===== config.mk =====
export PLATFORM = sky130hd
export DESIGN_NAME = spi_cmd_master_flat
export DESIGN_NICKNAME = d
export VERILOG_FILES = /design/src/rtl/spi_cmd_master_if.sv /design/src/rtl/spi_cmd_master.sv /design/src/flat_wrapper.sv
export SDC_FILE = /design/constraint.sdc
export NUM_CORES = 1
export LEC_CHECK = 0
export ABC_AREA = 0
export BUFFER_PORTS_ARGS = -buffer_cell sky130_fd_sc_hd__buf_2
export CAP_MARGIN = 20
export CORE_ASPECT_RATIO = 1.1
export CORE_MARGIN = 5
export CORE_UTILIZATION = 55
export CTS_BUF_LIST = sky130_fd_sc_hd__clkbuf_8
export DETAILED_ROUTE_END_ITERATION = 8
export GPL_ROUTABILITY_DRIVEN = 0
export GPL_TIMING_DRIVEN = 0
export HOLD_SLACK_MARGIN = 0.1
export PLACE_DENSITY = 0.82
export SLEW_MARGIN = 20
export SYNTH_ARGS = -nofsm -noshare
export SYNTH_HDL_FRONTEND = slang
export SYNTH_SLANG_ARGS = --single-unit

===== constraint.sdc =====
create_clock -name clk -period 2.75 [get_ports clk]
set_input_delay 0.55 -clock clk [delete_from_list [all_inputs] [get_ports clk]]
set_output_delay 0.55 -clock clk [all_outputs]
set_load 0.005 [all_outputs]

===== src/rtl/spi_cmd_master_if.sv =====
// Command/reply and SPI pin bundle for spi_cmd_master.
// master is the view of spi_cmd_master itself; slave is the view of the host/slave side.
interface spi_cmd_master_if;
   logic       cmd_valid;
   logic       cmd_ready;
   logic [9:0] cmd_word;
   logic       rd_valid;
   logic [7:0] rd_data;
   logic       busy;
   logic       SS_n;
   logic       MOSI;
   logic       MISO;

   modport master (
      input  cmd_valid, cmd_word, MISO,
      output cmd_ready, rd_valid, rd_data, busy, SS_n, MOSI
   );

   modport slave (
      output cmd_valid, cmd_word, MISO,
      input  cmd_ready, rd_valid, rd_data, busy, SS_n, MOSI
   );
endinterface


===== src/rtl/spi_cmd_master.sv =====
// Serialises 10-bit command words into SS_n/MOSI frames for the SPI RAM slave.
// Read-data frames also collect an 8-bit reply from MISO.
module spi_cmd_master #(
   parameter int READ_LATENCY = 2,
   parameter int GAP_CYCLES   = 1
) (
   input logic              clk,
   input logic              rst_n,
   spi_cmd_master_if.master bus
);

   localparam logic [2:0] S_IDLE    = 3'd0;
   localparam logic [2:0] S_LEAD    = 3'd1;
   localparam logic [2:0] S_SHIFT   = 3'd2;
   localparam logic [2:0] S_WAIT    = 3'd3;
   localparam logic [2:0] S_CAPTURE = 3'd4;
   localparam logic [2:0] S_DONE    = 3'd5;
   localparam logic [2:0] S_GAP     = 3'd6;

   localparam logic [3:0] WAIT_LAST = 4'(READ_LATENCY - 1);
   localparam logic [3:0] GAP_LAST  = 4'(GAP_CYCLES - 1);

   logic [2:0] state, state_nxt;
   logic [3:0] bit_cnt, wait_cnt;
   logic [9:0] shift_reg;
   logic       is_read;
   logic [7:0] rx_shift;
   logic [7:0] rd_data_q;
   logic       rd_valid_q;
   logic       ss_n_q;
   logic       mosi_q;
   logic       busy_q;

   assign bus.cmd_ready = (state == S_IDLE);
   assign bus.rd_valid  = rd_valid_q;
   assign bus.rd_data   = rd_data_q;
   assign bus.busy      = busy_q;
   assign bus.SS_n      = ss_n_q;
   assign bus.MOSI      = mosi_q;

   always_comb begin
      state_nxt = state;
      case (state)
         S_IDLE:    if (bus.cmd_valid) state_nxt = S_LEAD;
         S_LEAD:    state_nxt = S_SHIFT;
         S_SHIFT:   if (bit_cnt == 4'd9) state_nxt = is_read ? S_WAIT : S_GAP;
         S_WAIT:    if (wait_cnt == WAIT_LAST) state_nxt = S_CAPTURE;
         S_CAPTURE: if (bit_cnt == 4'd7) state_nxt = S_DONE;
         S_DONE:    state_nxt = S_GAP;
         S_GAP:     if (wait_cnt == GAP_LAST) state_nxt = S_IDLE;
         default:   state_nxt = S_IDLE;
      endcase
   end

   // Outputs are registered from state_nxt so they line up with the state they describe.
   always_ff @(posedge clk or negedge rst_n) begin
      if (!rst_n) begin
         state      <= S_IDLE;
         bit_cnt    <= 4'd0;
         wait_cnt   <= 4'd0;
         shift_reg  <= 10'd0;
         is_read    <= 1'b0;
         rx_shift   <= 8'd0;
         rd_data_q  <= 8'd0;
         rd_valid_q <= 1'b0;
         ss_n_q     <= 1'b1;
         mosi_q     <= 1'b0;
         busy_q     <= 1'b0;
      end else begin
         state <= state_nxt;

         if (state_nxt != state) begin
            bit_cnt  <= 4'd0;
            wait_cnt <= 4'd0;
         end else begin
            if (state == S_SHIFT || state == S_CAPTURE) bit_cnt  <= bit_cnt + 4'd1;
            if (state == S_WAIT  || state == S_GAP)     wait_cnt <= wait_cnt + 4'd1;
         end

         // The word is shifted out MSB first; the read flag is kept aside since the top bits shift away.
         if (state == S_IDLE && bus.cmd_valid) begin
            shift_reg <= bus.cmd_word;
            is_read   <= &bus.cmd_word[9:8];
         end else if (state_nxt == S_SHIFT) begin
            shift_reg <= {shift_reg[8:0], 1'b0};
         end
         mosi_q <= (state_nxt == S_SHIFT) ? shift_reg[9] : 1'b0;

         if (state == S_CAPTURE) rx_shift <= {rx_shift[6:0], bus.MISO};
         if (state == S_CAPTURE && state_nxt == S_DONE) rd_data_q <= {rx_shift[6:0], bus.MISO};
         rd_valid_q <= (state_nxt == S_DONE);

         ss_n_q <= (state_nxt == S_IDLE) || (state_nxt == S_GAP);
         busy_q <= (state_nxt != S_IDLE);
      end
   end

endmodule


===== src/flat_wrapper.sv =====
// flat-port wrapper written by rule: the top's interface ports become plain ports
module spi_cmd_master_flat 
#(
   parameter int READ_LATENCY = 2,
   parameter int GAP_CYCLES   = 1
)
  (clk, rst_n, bus_cmd_valid, bus_cmd_word, bus_MISO, bus_cmd_ready, bus_rd_valid, bus_rd_data, bus_busy, bus_SS_n, bus_MOSI);
  spi_cmd_master_if bus_i ();
  input logic clk;
  input logic rst_n;
  input wire logic [$bits(bus_i.cmd_valid)-1:0] bus_cmd_valid;
  input wire logic [$bits(bus_i.cmd_word)-1:0] bus_cmd_word;
  input wire logic [$bits(bus_i.MISO)-1:0] bus_MISO;
  output wire logic [$bits(bus_i.cmd_ready)-1:0] bus_cmd_ready;
  output wire logic [$bits(bus_i.rd_valid)-1:0] bus_rd_valid;
  output wire logic [$bits(bus_i.rd_data)-1:0] bus_rd_data;
  output wire logic [$bits(bus_i.busy)-1:0] bus_busy;
  output wire logic [$bits(bus_i.SS_n)-1:0] bus_SS_n;
  output wire logic [$bits(bus_i.MOSI)-1:0] bus_MOSI;
  assign bus_i.cmd_valid = bus_cmd_valid;
  assign bus_i.cmd_word = bus_cmd_word;
  assign bus_i.MISO = bus_MISO;
  assign bus_cmd_ready = bus_i.cmd_ready;
  assign bus_rd_valid = bus_i.rd_valid;
  assign bus_rd_data = bus_i.rd_data;
  assign bus_busy = bus_i.busy;
  assign bus_SS_n = bus_i.SS_n;
  assign bus_MOSI = bus_i.MOSI;
  spi_cmd_master #(.READ_LATENCY(READ_LATENCY), .GAP_CYCLES(GAP_CYCLES)) u_core (.clk(clk), .rst_n(rst_n), .bus(bus_i));
endmodule

# ---- Word-level counts from Yosys, hierarchy flattened
# Index checks and enable logic that the tools add are counted.
dict set report op_classes {
  magnitude_cmp 0
  muxes 14
  div 0
  multipliers 0
  n_reduce_logical 13
  shift 0
  n_bitwise 0
  addsub 2
  n_eq_ne 13
}
# operator count
set op_table {}
lappend op_table {{$pmux 3 s7} 1}
lappend op_table {{$mux 10} 2}
lappend op_table {{$mux 3} 6}
lappend op_table {{$mux 4} 4}
lappend op_table {{$eq 3x3->1 const B} 5}
lappend op_table {{$eq 3x2->1 const B} 3}
lappend op_table {{$add 4x1->4 const B} 2}
lappend op_table {{$logic_not 3->1} 2}
lappend op_table {{$reduce_bool 2->1} 3}
lappend op_table {{$eq 4x1->1 const B} 1}
lappend op_table {{$eq 4x3->1 const B} 1}
lappend op_table {{$eq 4x4->1 const B} 1}
lappend op_table {{$logic_not 4->1} 1}
lappend op_table {{$eq 3x1->1 const B} 1}
lappend op_table {{$logic_or 1x1->1} 3}
lappend op_table {{$ne 3x3->1} 1}
lappend op_table {{$reduce_bool 3->1} 1}
lappend op_table {{$logic_and 1x1->1} 2}
lappend op_table {{$reduce_and 2->1} 1}
lappend op_table {{$mux 1} 1}
dict set report word_totals {
  mem_count 0
  inputBits 14
  ff_bits 41
  ramBits 0
  rom_bits 0
  out_inout_bits 13
  wordCells 53
  latch_bits 0
}

# ---- Logic depth before layout (Yosys ltp)
# Gate-level depths: netlist of run 1.
dict set report depth {
  word_depth 6
  ltp_mapped 8
  mapped_depth_nobuf 7
}

# ---- Worst setup path after synthesis of run 1
# Ideal clock, no wire load.
dict set report synth_path {
  path_kind {register to register}
  from {reg u_core.wait_cnt[1]}
  to {reg u_core.shift_reg[1]}
  n_path_buf 1
  period_less_slack_ns 1.960
  stages_incl_launch_ff 9
  arrival_ns 1.834
  required_time_ns 2.624
  setup_time_ns 0.126
  setup_slack_ns 0.790
  cell_sequence {dfrtp_1 inv_1 ha_1 or3b_1 nand3_1 nand3_2 o31a_1 buf_6 a221o_1}
}
dict set report synth_between {
  elab_chain_cells 5
  elab_cells_between_ends 7
  cone_classes {eq/ne (2); mux (3); reduce/logical (2)}
}
# item line_no
set synth_lines {}
lappend synth_lines {{from (decl)} spi_cmd_master.sv:24} ;# logic [3:0] bit_cnt, wait_cnt;
lappend synth_lines {{from (signal assigned)} spi_cmd_master.sv:77} ;# if (state == S_WAIT || state == S_GAP) wait_cnt <= wait_cnt + 4'd1;
lappend synth_lines {{$eq 4x1->1 or $logic_not 4->1 (tied branches)} {spi_cmd_master.sv:47, spi_cmd_master.sv:50}}
lappend synth_lines {{$mux 3 (on tied branches)} {spi_cmd_master.sv:47, spi_cmd_master.sv:50}}
lappend synth_lines {{$pmux 3 s7 *} spi_cmd_master.sv:43} ;# case (state)
lappend synth_lines {{$eq 3x2->1 *} spi_cmd_master.sv:84} ;# end else if (state_nxt == S_SHIFT) begin
lappend synth_lines {{$reduce_bool 2->1 (no source line) *} --}
lappend synth_lines {{to (signal assigned)} spi_cmd_master.sv:82} ;# shift_reg <= bus.cmd_word;
lappend synth_lines {{to (signal assigned)} spi_cmd_master.sv:85} ;# shift_reg <= {shift_reg[8:0], 1'b0};
lappend synth_lines {{to (decl)} spi_cmd_master.sv:25} ;# logic [9:0] shift_reg;
# Every way passes the cells marked *; elsewhere a longest branch is shown, timed or not.
# A chain may end at the register's enable or synchronous reset.

# ---- Worst setup path in the final report of run 1
dict set report layout_path {
  from {reg u_core.wait_cnt[1]}
  to {reg u_core.shift_reg[2]}
}
# The elaborated chain is that of the path after synthesis.

==> results of run 1 <==
[final cells by class]
cell class / instances / area, sq um
Tap cell: 48 / 60.1
Clock inverter: 3 / 68.8
Sequential cell: 41 / 1030
Multi-Input combinational cell: 102 / 827
Fill cell: 255 / 1090
Buffer: 8 / 58.8
Clock buffer: 5 / 68.8
Inverter: 6 / 22.5
Timing Repair Buffer: 26 / 130
[synthesized netlist by cell type (all sizes together)]
| library cell | count |
|---|---|
| nand4 | 3 |
| o211ai | 1 |
| o211a | 1 |
| nor3b | 2 |
| a21oi | 2 |
| and2b | 2 |
| and4 | 1 |
| or2b | 1 |
| dfstp | 1 |
| clkbuf | 2 |
| ha | 5 |
| or3 | 1 |
| a41oi | 2 |
| nand3 | 4 |
| or3b | 1 |
| o31a | 1 |
| o21ai | 3 |
| nor4b | 1 |
| and2 | 11 |
| xnor2 | 5 |
| a211oi | 1 |
| mux2 | 15 |
| dfrtp | 40 |
| a31oi | 1 |
| buf | 6 |
| nor3 | 2 |
| xor2 | 4 |
| nor2 | 13 |
| nand2 | 8 |
| o22ai | 1 |
| a221o | 9 |
| inv | 6 |
| nor4bb | 1 |
[metrics by stage]
stage | hold slack [ns] | setup WS, ns
floorplan | 0.254 | 0.790
global placement | 0.480 | 0.678
detailed placement | 0.473 | 0.599
CTS | 0.394 | 0.576
global route | 0.450 | 0.447
finish | 0.364 | 0.561
[how the worst max path moves through the flow]
| stage | endpoint | startpoint | depth (start not counted) |
|---|---|---|---|
| floorplan | u_core.shift_reg[1] | u_core.wait_cnt[1] | 8 |
| global placement | u_core.shift_reg[2] | u_core.wait_cnt[0] | 8 |
| detailed placement | u_core.shift_reg[3] | u_core.wait_cnt[1] | 8 |
| CTS | u_core.shift_reg[2] | u_core.wait_cnt[1] | 8 |
| global route | u_core.shift_reg[5] | u_core.wait_cnt[1] | 8 |
| finish | u_core.shift_reg[2] | u_core.wait_cnt[1] | 8 |
[power breakdown]
part           switching (mW)  leakage (nW)  internal (mW)
Sequential              0.140         0.537          0.807
Combinational           0.509         0.494          0.490
Clock                   0.221        0.0687          0.365
Total                   0.870          1.10           1.66
[cell families after synthesis]
group	count (synthesis)
AO/OA/AOI/OAI	22
XOR/XNOR	9
adder cells (fa/ha/maj)	5
buffers and inverters	14
flip-flops	41
multiplexers	15
AND/OR/NAND/NOR	51
[per-layer routing]
layer / global-route usage [%] / up-vias
met1: 18.6 / 646
met2: 26.8 / 21
met3: 4.80 / 9
met4: 7.90 / 0
li1: - / 619
met5: 0 / -
[placed cells by master, fill, tap and decap left out, drive strengths merged]
| cell type | count |
|---|---|
| dfrtp | 40 |
| mux2 | 15 |
| inv | 7 |
| and2 | 11 |
| or2b | 1 |
| o22ai | 1 |
| a41oi | 2 |
| or3b | 1 |
| nand2 | 8 |
| clkbuf | 7 |
| bufinv | 2 |
| nor4bb | 1 |
| dfstp | 1 |
| nor2 | 13 |
| buf | 32 |
| a211oi | 1 |
| o211a | 1 |
| xor2 | 4 |
| nand3 | 4 |
| ha | 5 |
| a21oi | 2 |
| nor3b | 2 |
| or3 | 1 |
| nand4 | 3 |
| a221o | 9 |
| and2b | 2 |
| o211ai | 1 |
| o21ai | 3 |
| a31oi | 1 |
| nor4b | 1 |
| nor3 | 2 |
| xnor2 | 5 |
| and4 | 1 |
| o31a | 1 |
==> impl_metrics.json, run 1 <==
{
  "tns_ns": 0,
  "die_height_microns": 72.2,
  "rows": 22,
  "tightestPinTransition_ns": 0.879,
  "cp.arrival_ns": 2.37,
  "synth_compound_area_share_pct": 11.0,
  "dpl.hpwl_microns": 2500,
  "grt.overflow.total": 0,
  "rsz0062_at_grt": "false",
  "fp.dieW_microns": 66.6,
  "root_buffer": "clkbuf_8",
  "critPathMaxStageDelay_ns": 0.41,
  "grt_pass1_vias": 1303,
  "start_kind": "flop",
  "start_util_pct": 57.6,
  "grt_max_degree": 42,
  "critPathRequiredTime_ns": 2.94,
  "syn_inst": 157,
  "io_pins": 27,
  "synthSimpleGateAreaFrac_pct": 15.7,
  "port-buffer-count": 26,
  "p_per_area_mw_per_mm2": 1120,
  "fmax_mhz": 457,
  "ys_ff_latch": 41,
  "clk_path_buf_depth": 2,
  "r2r-start": "u_core.wait_cnt[1]",
  "area_growth_pct": 16.9,
  "post_cts_buffers": 0,
  "clock_skew_ns": 0.00477,
  "drive_above_1_share_pct": 32.5,
  "synth_top_family_by_area": "simple AND/OR/NAND/NOR gates",
  "crit_family": "compound AO/OA/AOI/OAI gates",
  "dieArea_sq_mm": 0.00481,
  "drt-initial-drc-count": 64,
  "r2r_cells": 8,
  "drv_cap": 0,
  "critPathMaxFanout": 9,
  "synth_xor_xnor_area_share_pct": 4.07,
  "path_clk_slew_ns": 0.08,
  "synth_area_leader_cell": "dfrtp_1",
  "status": "completed",
  "clock-sinks": 41,
  "worst_setup_path_end_kind": "flop",
  "cts_buffers": 5,
  "worstHoldPathType": "primary input to async pin",
  "placedInstanceArea_sq_mm": 0.00213,
  "vias": 1295,
  "detail-route-antenna-nets": 0,
  "cpMaxStageDelayCell": "dfrtp_1",
  "synth_fa_ha_area_share_pct": 3.23,
  "ctsHoldBuffers": 0,
  "met3WireLength_microns": 125,
  "ys_warn_count": 0,
  "syn-cell-area_sq_mm": 0.00194,
  "largest_register_ffs": 10,
  "timing.rr.end": "u_core.shift_reg[2]",
  "cts_resized": 0,
  "syn-num-nets": 176,
  "diodes": 0,
  "synthMuxAreaShare_pct": 8.73,
  "maxSlewViolCount": 0,
  "grt_usage_pct": 16.1,
  "power_leakage_nw": 1.10,
  "routed_wl_microns": 3390,
  "fin_nets": 209,
  "max_slew_margin_pct": 41.4,
  "hold_viol_final": 0,
  "stdcell_area_sq_mm": 0.00226,
  "synthTopCellsByArea": "dfrtp_1 (52%), mux2_2 (8.7%), a221o_1 (4.7%)",
  "final_cells": 239,
  "htree_levels": 2,
  "core_sq_mm": 0.00336,
  "setup_viol": 0,
  "dp_cells": 231,
  "vdd_ir_drop_max_v": 0.000618,
  "wl_met1_microns": 1390,
  "cts_tree": "yes",
  "top_layer": "met4",
  "clk_latency_ns": 0.30,
  "reg2reg_slack_ns": 0.56,
  "routedWlPerCell_microns": 14.2,
  "dr_wl_met2_microns": 1790,
  "grt_antenna_before_repair": 0,
  "crit_type": "flop to flop",
  "grt_pass1_wl_microns": 5810,
  "syn_avg_cell_area_sq_um": 12.3,
  "worst-path-buf-inv": 2,
  "period_needed_ns": 2.19,
  "synth_top_area_share_pct": 51.7,
  "dr.pass1.iters": 4,
  "power_mw": 2.53,
  "synth_cell_types": 40,
  "drcViolationCount": 0,
  "path_cells": "inv_1 -> ha_1 -> nor3b_1 -> o211a_1 -> nor2_1 -> o31a_1 -> buf_6 -> a221o_1",
  "final_util_pct": 67.4,
  "fin_crit_sh_pct": 79.6,
  "vias_per_cell": 5.42,
  "yosysSeqAreaShare_pct": 53.1
}
(Power assumes the default switching activity.)
==> run 2: changes to the inputs <==
--- a/config.mk
+++ b/config.mk
@@ -10,7 +10,7 @@
 export CAP_MARGIN = 20
 export CORE_ASPECT_RATIO = 1.1
 export CORE_MARGIN = 5
-export CORE_UTILIZATION = 55
+export CORE_UTILIZATION = 53
 export CTS_BUF_LIST = sky130_fd_sc_hd__clkbuf_8
 export DETAILED_ROUTE_END_ITERATION = 8
 export GPL_ROUTABILITY_DRIVEN = 0
==> constraint.sdc (replaced) <==
create_clock -name clk -period 1.8 [get_ports clk]
set_input_delay 0.36 -clock clk [delete_from_list [all_inputs] [get_ports clk]]
set_output_delay 0.36 -clock clk [all_outputs]
set_load 0.005 [all_outputs]
==> run 2 against run 1 <==
Compared with the run above:
- the flow now finishes with violations (setup timing)
- global-route usage fell by 0.14 points
- critical path depth did not move
- clock power rose by 21%
- total power rose by 64%
- cell area rose by 7.4%
- first-iteration DRC count fell by 36%
- non-clock buffer count rose by 13
- combinational power rose by 98%
- register-to-register slack got worse by 0.83 ns
- fmax rose by 5.7%
- setup slack got worse by 0.83 ns
- wire length rose by 9.5%
- largest cell class unchanged
- largest power group unchanged
==> impl_metrics.json, run 2 (same netlist as run 1, synthesis figures left out) <==
{
  "period_needed_ns": 2.07,
  "rsz0062_at_grt": "true",
  "crit_family": "compound AO/OA/AOI/OAI gates",
  "cp.arrival_ns": 2.25,
  "fin_nets": 222,
  "clk_path_buf_depth": 2,
  "grt_pass1_wl_microns": 5840,
  "vias": 1367,
  "start_kind": "flop",
  "p_per_area_mw_per_mm2": 1710,
  "io_pins": 27,
  "cp-startpoint": "u_core.wait_cnt[0]",
  "clk_latency_ns": 0.29,
  "core_sq_mm": 0.00360,
  "rows": 23,
  "layout_commonest_cell": "dfrtp_1",
  "routedWlPerCell_microns": 14.7,
  "clock_skew_ns": 0.00476,
  "root_buffer": "clkbuf_8",
  "final_util_pct": 67.6,
  "r2r_cells": 8,
  "max_slew_margin_pct": 41.6,
  "grt_antenna_before_repair": 0,
  "ctsHoldBuffers": 0,
  "drv_cap": 0,
  "reg2reg_slack_ns": -0.27,
  "cts_buffers": 5,
  "crit_type": "flop to flop",
  "tns_ns": -2.48,
  "status": "complete, but fails checks",
  "drcViolationCount": 0,
  "vias_per_cell": 5.40,
  "multiInputGateArea_sq_um": 905,
  "dpl.hpwl_microns": 2450,
  "fin_crit_sh_pct": 115,
  "worstHoldPathType": "primary input to async pin",
  "port-buffer-count": 26,
  "cpMaxStageDelayCell": "dfrtp_2",
  "cts_tree": "yes",
  "drive_above_1_share_pct": 43.8,
  "dr.pass1.iters": 4,
  "final_cell_mix": "dfrtp_1 (37), buf_2 (26), mux2_2 (15)",
  "fp.dieW_microns": 67.6,
  "grt_pass1_vias": 1296,
  "critPathMaxFanout": 5,
  "fmax_mhz": 483,
  "setup_viol": 11,
  "worst-path-stages": 8,
  "detail-route-antenna-nets": 0,
  "grt.overflow.total": 0,
  "routed_wl_microns": 3710,
  "hold_viol_final": 0,
  "maxSlewViolCount": 0,
  "diodes": 0,
  "n_fill_cell": 253,
  "drt-initial-drc-count": 41,
  "path_clk_slew_ns": 0.08,
  "critPathMaxStageDelay_ns": 0.43,
  "area_growth_pct": 25.6,
  "setup_ws_ns": -0.271,
  "path_cells": "inv_2 -> ha_4 -> nor3b_4 -> o211a_1 -> nor2_4 -> o31a_1 -> buf_6 -> a221o_1",
  "start_util_pct": 53.8,
  "r2r-start": "u_core.wait_cnt[0]",
  "endpoint": "u_core.shift_reg[2]",
  "clock-sinks": 41,
  "timing.rr.end": "u_core.shift_reg[2]",
  "largest_register_ffs": 10,
  "critPathRequiredTime_ns": 1.98,
  "violations": "setup timing",
  "htree_levels": 2,
  "grt_max_degree": 42,
  "die_height_microns": 73.4,
  "grt_usage_pct": 15.9,
  "power_leakage_nw": 1.17,
  "worst_setup_path_end_kind": "flop",
  "vdd_ir_drop_max_v": 0.000780,
  "worst-path-buf-inv": 2,
  "dieArea_sq_mm": 0.00496,
  "tightestPinTransition_ns": 0.876,
  "regArea_sq_mm": 0.00103
}
## run 2: how the worst min path moves through the flow
stage | depth (start not counted) | to | slack, ns
floorplan | 0 | u_core.bit_cnt[0] | 0.06
global placement | 1 | u_core.bus.MOSI | 0.48
detailed placement | 1 | u_core.bus.MOSI | 0.48
CTS | 1 | u_core.wait_cnt[2] | 0.20
global route | 1 | u_core.bus.rd_data[1] | 0.26
finish | 1 | u_core.bus.rd_data[1] | 0.18
## run 2: metrics by stage
step           instances  hold WS, ns  total power, mW  setup slack, ns  instance area [sq um]
2_1_floorplan        157       0.0644             2.67          -0.0985                   1970
3_3_place_gp         233        0.482             2.95           -0.187                   2160
3_5_place_dp         233        0.479             3.04           -0.256                   2160
4_1_cts              248        0.200             3.92           -0.239                   2340
5_1_grt              253        0.258             4.42           -0.329                   2430
6_report             253        0.181             4.15           -0.271                   2430
## run 2: area by class of cell
cell class / count / share of cell area [%]
inverter: 6 / 0.926
sequential: 41 / 42.4
clock buffer: 5 / 2.83
multi-input combinational: 102 / 37.2
timing repair buffer: 40 / 10.1
tap: 50 / 2.57
clock inverter: 2 / 1.44
buffer: 7 / 2.47
## run 2: timing repair
| action | CTS | global route |
|---|---|---|
| setup buffers | 7 | 5 |
| endpoints found under the setup margin | 21 | 18 |
| gates resized for setup | 3 | 15 |
| pin swaps | 3 | 4 |
| gates cloned | 1 | 1 |
## run 2: power breakdown
part	internal (mW)	switching, mW	leakage (nW)
Clock	0.403	0.308	0.0540
Sequential	1.24	0.222	0.533
Combinational	1.04	0.938	0.582
Total	2.68	1.47	1.17
## run 2: per-layer routing
| layer | GRT usage [%] | part of all wire, % | vias to the layer above | routed length (microns) |
|---|---|---|---|---|
| li1 | - | - | 640 | - |
| met1 | 19.3 | 40 | 673 | 1490 |
| met2 | 26.1 | 52 | 45 | 1920 |
| met3 | 4.89 | 6.4 | 9 | 236 |
| met4 | 6.53 | 1.8 | 0 | 66 |
| met5 | 0 | 0 | - | 0 |
## run 2: worst reg2reg max path: stages, from the launching register on
cell,delay [ns]
dfrtp_2,0.43
inv_2,0.08
ha_4,0.12
nor3b_4,0.23
o211a_1,0.24
nor2_4,0.07
o31a_1,0.34
buf_6,0.15
a221o_1,0.30
